## config.mk

```make
export PLATFORM = sky130hd
export DESIGN_NAME = rtype_alu_sched
export DESIGN_NICKNAME = d
export VERILOG_FILES = /design/src/rtl/rtype_alu_sched.sv
export SDC_FILE = /design/constraint.sdc
export NUM_CORES = 1
export LEC_CHECK = 0
export BUFFER_PORTS_ARGS = -buffer_cell sky130_fd_sc_hd__buf_4
export CORE_MARGIN = 1.5
export CORE_UTILIZATION = 30
export CTS_CLUSTER_SIZE = 25
export DETAILED_ROUTE_END_ITERATION = 8
export GPL_ROUTABILITY_DRIVEN = 0
export GPL_TIMING_DRIVEN = 0
export HOLD_SLACK_MARGIN = 0.06
export PLACE_DENSITY = 0.63
export SYNTH_ARGS = -nofsm -noshare
export SYNTH_HDL_FRONTEND = slang
export SYNTH_SLANG_ARGS = --single-unit
export TNS_END_PERCENT = 50
```

## constraint.sdc

```tcl
create_clock -name clk_i -period 1.5 [get_ports clk_i]
set_input_delay 0.15 -clock clk_i [delete_from_list [all_inputs] [get_ports clk_i]]
set_output_delay 0.15 -clock clk_i [all_outputs]
set_load 0.02 [all_outputs]
```

## src/rtl/rtype_alu_sched.sv

```systemverilog
// rtype_alu_sched
//   Two-requester scheduler in front of one shared combinational R-type
//   execute unit. Each cycle at most one eligible request is granted. The
//   granted operation is registered into an issue stage that drives the
//   shared unit. The unit's result is then captured into the owner's
//   response register, which holds it until a valid/ready handshake.
//
// Optional feature:
//   RTYPE_SCHED_RR_EN  defined   -> round-robin tie-break through a priority pointer
//                      undefined -> fixed priority, requester 0 wins ties
//
// Ports:
//   clk_i, rst_i                     clock, synchronous active-low reset
//   req{0,1}_valid_i / _ready_o      request handshake (ready is combinational)
//   req{0,1}_op1_i/_op2_i/_inst_i/_tag_i  operation payload
//   alu_op1_o/_op2_o/_inst_o         to shared unit, zero while issue slot empty
//   alu_wdata_i, alu_we_i            result from shared unit (we=0: illegal op)
//   rsp{0,1}_valid_o / _ready_i      response handshake
//   rsp{0,1}_wdata_o/_we_o/_tag_o    registered response payload
module rtype_alu_sched #(
    parameter int unsigned DATA_WIDTH = 32,
    parameter int unsigned TAG_WIDTH  = 5
) (
    input  logic                  clk_i,
    input  logic                  rst_i,
    input  logic                  req0_valid_i,
    output logic                  req0_ready_o,
    input  logic [DATA_WIDTH-1:0] req0_op1_i,
    input  logic [DATA_WIDTH-1:0] req0_op2_i,
    input  logic [31:0]           req0_inst_i,
    input  logic [TAG_WIDTH-1:0]  req0_tag_i,
    input  logic                  req1_valid_i,
    output logic                  req1_ready_o,
    input  logic [DATA_WIDTH-1:0] req1_op1_i,
    input  logic [DATA_WIDTH-1:0] req1_op2_i,
    input  logic [31:0]           req1_inst_i,
    input  logic [TAG_WIDTH-1:0]  req1_tag_i,
    output logic [DATA_WIDTH-1:0] alu_op1_o,
    output logic [DATA_WIDTH-1:0] alu_op2_o,
    output logic [31:0]           alu_inst_o,
    input  logic [DATA_WIDTH-1:0] alu_wdata_i,
    input  logic                  alu_we_i,
    output logic                  rsp0_valid_o,
    input  logic                  rsp0_ready_i,
    output logic [DATA_WIDTH-1:0] rsp0_wdata_o,
    output logic                  rsp0_we_o,
    output logic [TAG_WIDTH-1:0]  rsp0_tag_o,
    output logic                  rsp1_valid_o,
    input  logic                  rsp1_ready_i,
    output logic [DATA_WIDTH-1:0] rsp1_wdata_o,
    output logic                  rsp1_we_o,
    output logic [TAG_WIDTH-1:0]  rsp1_tag_o
);

    logic                  busy0, busy1;
    logic                  elig0, elig1;
    logic                  grant0, grant1;
    logic                  hs0, hs1;
    logic                  tie_to1;

    logic                  iss_valid;
    logic                  iss_owner;
    logic [DATA_WIDTH-1:0] iss_op1, iss_op2;
    logic [31:0]           iss_inst;
    logic [TAG_WIDTH-1:0]  iss_tag;

    logic [DATA_WIDTH-1:0] cap_wdata;

`ifdef RTYPE_SCHED_RR_EN
    logic ptr;

    // The pointer names the loser of the last grant, so it takes the next tie.
    always_ff @(posedge clk_i) begin
        if (!rst_i)
            ptr <= 1'b0;
        else if (grant0)
            ptr <= 1'b1;
        else if (grant1)
            ptr <= 1'b0;
    end

    assign tie_to1 = ptr;
`else
    assign tie_to1 = 1'b0;
`endif

    assign elig0 = req0_valid_i & ~busy0;
    assign elig1 = req1_valid_i & ~busy1;

    // Grants are masked while reset is asserted so ready reads 0 then.
    assign grant0 = rst_i & elig0 & (~elig1 | ~tie_to1);
    assign grant1 = rst_i & elig1 & (~elig0 |  tie_to1);

    assign req0_ready_o = grant0;
    assign req1_ready_o = grant1;

    assign hs0 = rsp0_valid_o & rsp0_ready_i;
    assign hs1 = rsp1_valid_o & rsp1_ready_i;

    // Busy spans from grant to the response handshake. A grant and a
    // handshake for the same requester can never coincide.
    always_ff @(posedge clk_i) begin
        if (!rst_i) begin
            busy0 <= 1'b0;
            busy1 <= 1'b0;
        end else begin
            if (grant0)
                busy0 <= 1'b1;
            else if (hs0)
                busy0 <= 1'b0;
            if (grant1)
                busy1 <= 1'b1;
            else if (hs1)
                busy1 <= 1'b0;
        end
    end

    always_ff @(posedge clk_i) begin
        if (!rst_i) begin
            iss_valid <= 1'b0;
            iss_owner <= 1'b0;
            iss_op1   <= '0;
            iss_op2   <= '0;
            iss_inst  <= '0;
            iss_tag   <= '0;
        end else begin
            iss_valid <= grant0 | grant1;
            if (grant0) begin
                iss_owner <= 1'b0;
                iss_op1   <= req0_op1_i;
                iss_op2   <= req0_op2_i;
                iss_inst  <= req0_inst_i;
                iss_tag   <= req0_tag_i;
            end else if (grant1) begin
                iss_owner <= 1'b1;
                iss_op1   <= req1_op1_i;
                iss_op2   <= req1_op2_i;
                iss_inst  <= req1_inst_i;
                iss_tag   <= req1_tag_i;
            end
        end
    end

    assign alu_op1_o  = iss_valid ? iss_op1  : '0;
    assign alu_op2_o  = iss_valid ? iss_op2  : '0;
    assign alu_inst_o = iss_valid ? iss_inst : '0;

    // Illegal ops still return a response, with the result forced to zero.
    assign cap_wdata = alu_we_i ? alu_wdata_i : '0;

    always_ff @(posedge clk_i) begin
        if (!rst_i) begin
            rsp0_valid_o <= 1'b0;
            rsp0_wdata_o <= '0;
            rsp0_we_o    <= 1'b0;
            rsp0_tag_o   <= '0;
            rsp1_valid_o <= 1'b0;
            rsp1_wdata_o <= '0;
            rsp1_we_o    <= 1'b0;
            rsp1_tag_o   <= '0;
        end else begin
            if (iss_valid && !iss_owner) begin
                rsp0_valid_o <= 1'b1;
                rsp0_wdata_o <= cap_wdata;
                rsp0_we_o    <= alu_we_i;
                rsp0_tag_o   <= iss_tag;
            end else if (hs0) begin
                rsp0_valid_o <= 1'b0;
            end
            if (iss_valid && iss_owner) begin
                rsp1_valid_o <= 1'b1;
                rsp1_wdata_o <= cap_wdata;
                rsp1_we_o    <= alu_we_i;
                rsp1_tag_o   <= iss_tag;
            end else if (hs1) begin
                rsp1_valid_o <= 1'b0;
            end
        end
    end

endmodule
```

==> results by stage <==
Global routing:
- Entering global routing, the biggest net connects 19 pins.
- The via count of the first global-routing pass is 9,434.
- The overall overflow remaining after global route is 0.
- The global-route total usage across every layer is between 20% and 30%.
- The number of antenna violations at the first check in global routing was 0.
- The first global-routing pass estimated 53.43 mm of wire.

Place:
- After detailed placement, the total cell area comes to 11,560 sq um.
- The pre-CTS worst setup slack is -0.4567 ns.
- The count of buffers from port buffering is roughly 420.
- Once detailed placement completed, the half-perimeter wirelength came to roughly 24 mm.
- The number of placed cells counting well taps is 1,659.

Drt:
- Before antenna repair, the detailed router went through 7 iterations.
- For this run, design rule violations remaining after detail routing come to 15.
- The via total after detailed routing is between 9,000 and 10,000.
- Dividing the detail-routed wire length by the instance count gives 18.25 um.
- The aggregate routed wire length is 35.44 mm.
- The count of nets left with antenna violations after detail routing is 0.
- The first routing iteration left 604 violations.
- Using the TritonRoute via totals, the vias-per-cell ratio works out to ~4.8.

Die:
- The placeable core region is 26,130 sq um.
- The number of I/O pins is 417.
- The die covers approximately 28,000 sq um.
- Once the floorplan was initialized, standard cells occupied 30.72% of the core.
- The die boundary height is roughly 170 um.
- In this run the core area contains slightly below 60 standard-cell rows.
- The die is 166.6 um wide.

Timing:
- Setup repair after global routing could not meet its margin everywhere.
- The minimum period implied by the final worst setup slack is 1.632 ns.
- The sum of negative setup slack is -8.170 ns.
- The maximum frequency from static timing analysis is 612.7 MHz.
- The final count of hold timing violations is 0.
- The final period utilization is 108.8%.
- The final worst slack is -0.1320 ns.
- Setup violations remaining at the end of the flow were counted as 95.
- The worst hold margin is 0.06247 ns.
- The final number of max-transition violations is 0.
- The actual transition at the worst max-transition pin is 0.5175 ns.
- The worst slew slack as a fraction of its limit is 65.50%.
- On the final layout, the worst clock skew is 0.01446 ns.

Power and ir drop:
- The internal portion of total power is 9.344 mW.
- The overall power after layout is 13.18 mW.
- The fraction of power consumed by the clock network is roughly a third.
- The part of the total power dissipated in combinational logic is between 20% and 30%.
- The power density relative to cell area is 859.6 nW/um^2.
- The worst-case IR drop observed on VDD is 542.1 uV.
- In this run the static leakage power is 6.815 nW.
- Summed over all nets, the switching power comes to 3.833 mW.
- Sequential cells account for between 40% and 50% of the total power.
- Of the total power, the share spent switching nets is 29.09%.

Setup path:
- The flop-to-flop setup slack is around 0.080 ns.
- The reg-to-reg endpoint is rsp0_wdata_o[30].
- The worst setup path is captured at an output pin.
- The data arrival time at the worst-slack endpoint is 1.48 ns.
- The critical path is of the reg -> out type.
- The startpoint identified for the worst register-to-register timing path is iss_valid.
- Data on the critical path is required at its endpoint by 1.35 ns.
- Of all nets on the critical path, the largest fanout is 10.
- The type of origin of the critical path is a flop.
- Counting cells, the worst reg-to-reg path comes to 6.
- Tracing the worst setup path back leads to its startpoint at iss_valid.

Min path:
- The path with the worst hold slack has its endpoint at rsp0_wdata_o[23].
- In this run the most critical hold path is launched from alu_we_i.
- The path type of the worst min-delay path is in -> reg.
- Along the worst hold path, the cell count comes to 3.

Synth:
- The cell count after synthesis is 909.
- The cell area after synthesis is 8028 sq um.
- The number of warnings reported in the yosys synthesis log is 0.
- The number of register bits inferred by synthesis is approximately 180.
- After synthesis, the netlist uses 24 different library cells.
- Yosys attributes the largest share of cell area to sky130_fd_sc_hd__dfxtp_1, sky130_fd_sc_hd__mux2i_1, sky130_fd_sc_hd__nand2_1, sky130_fd_sc_hd__and2_1, sky130_fd_sc_hd__a21boi_0.
- The register area share after synthesis is 45.64%.
- The number of nets in the synthesized netlist is 1,150.
- The biggest area contributor in the post-synthesis netlist is sky130_fd_sc_hd__dfxtp_1.
- In this run the mean area of a mapped cell was 8.831 sq um.
- The top-area cell type share of the netlist area is 45.64%.

CTS:
- The worst-case clock buffer depth is 2.
- TritonCTS built the clock tree.
- Clock-pin slew was measured on the worst setup and hold paths at 0.08 ns.
- The H-tree was split into 4 levels.
- CTS placed an instance of sky130_fd_sc_hd__clkbuf_16 at the clock tree root.
- The TritonCTS buffer count is 17.
- The clock net in this run drives a total of 183 sinks.
- Clock latency on the worst-skew pair, taken at its later pin, is between 0.4 and 0.5 ns.

Status:
- The run finished, with violations left.
- The final reports fail on DRC, setup timing.

Job:
- The count of maximum capacitance violations is 0.

Layout:
- The library cells used most frequently in the layout, excluding fill and tap cells, are sky130_fd_sc_hd__buf_4, sky130_fd_sc_hd__dlygate4sd3_1, sky130_fd_sc_hd__nand2_1, sky130_fd_sc_hd__dfxtp_1, sky130_fd_sc_hd__mux2i_1.
- The ratio of cells with drive above 1 in the final layout is about 37%.
- Summing all multi-input logic gate instances after layout gives 4023 sq um.
- The end-of-flow core utilization is roughly 60%.
- Summing all non-filler instances in the final layout gives an area of 15,330 sq um.
- In the final layout, flip-flops and latches occupy about 3700 sq um.
- The count of placed standard cells in the final layout, fillers left out is about 2,000.
- The fill cell total of the finished layout is 2,137.
- From synthesis to final layout, the design area changed by 90.96%.
- For this run, the post-layout net count is 1,835.
- The most common cell after layout, fill and taps aside is sky130_fd_sc_hd__buf_4.
- The number of diodes added for antenna fixing is 0.
power by group through the flow:
stage          Sequential [mW]  Clock [mW]  Combinational [mW]
2_1_floorplan             5.46           0                1.17
3_3_place_gp              5.42           0                2.32
3_5_place_dp              5.43           0                2.33
4_1_cts                   5.33        4.69                3.11
5_1_grt                   5.39        4.88                3.39
6_report                  5.36        4.61                3.21
kinds of logic (layout without fill, tap and decap cells):
family          Yosys count  count (layout)  synth area share [%]
flops                   183             183                 45.64
mux                     101             101                 12.59
buf+inv                  77             775                 6.453
compound gates          183             183                 13.89
simple gates            365             365                 21.43
critical path: stages, from the launching register on:
cell and delay [ns]:
sky130_fd_sc_hd__dfxtp_4 0.45, sky130_fd_sc_hd__buf_4 0.20, sky130_fd_sc_hd__and2_1 0.21, sky130_fd_sc_hd__buf_4 0.17
state kept, by name (all words and copies together), names as in the netlist, 5 cells and up:
register / cells
rsp1_tag_o: 5
iss_inst: 32
rsp1_wdata_o: 32
iss_op2: 32
rsp0_tag_o: 5
iss_tag: 5
rsp0_wdata_o: 32
iss_op1: 32
what timing repair did:
item / in CTS / in global routing
gates resized for setup: 174 / 38
endpoints found under the hold margin: 169 / 0
setup buffers: 8 / 1
cloned: 1 / 4
pin swaps: 25 / 15
endpoints found under the setup margin: 128 / 139
hold buffers: 239 / 0
final cells by class:
| cell class | count | area share [%] |
|---|---|---|
| plain buffers | 75 | 4.514 |
| clock buffers | 17 | 2.775 |
| multi-input cells | 649 | 26.24 |
| flip-flops and latches | 183 | 23.93 |
| repair buffers | 668 | 38.74 |
| clock inverters | 15 | 1.069 |
| well taps | 335 | 2.734 |
routing by layer:
layer | GRT usage [%] | up-vias | wire, um
met5 | 0 | - | 0
met4 | 9.921 | 0 | 1301
met3 | 4.967 | 91 | 1745
met1 | 29.62 | 4442 | 14930
li1 | - | 4420 | -
met2 | 43.00 | 355 | 17460
cells in the mapped netlist, drive strengths merged:
library cell	number
mux2i	101
dfxtp	183
and2	97
o21ai	103
a21boi	79
and2b	1
buf	49
nor2b	1
nand2b	5
clkbuf	28
nand3	65
nand2	192
and3b	1
nor2	3
a31oi	1
worst max path at each step:
stage	end	slack (ns)	cells after the start
floorplan	req1_ready_o	0.20	5
global placement	alu_inst_o[20]	-0.48	5
detailed placement	alu_inst_o[20]	-0.46	5
CTS	alu_inst_o[30]	-0.17	5
global route	alu_op2_o[31]	-0.18	4
finish	alu_op2_o[1]	-0.13	3
Power figures use the tool's default switching activity.
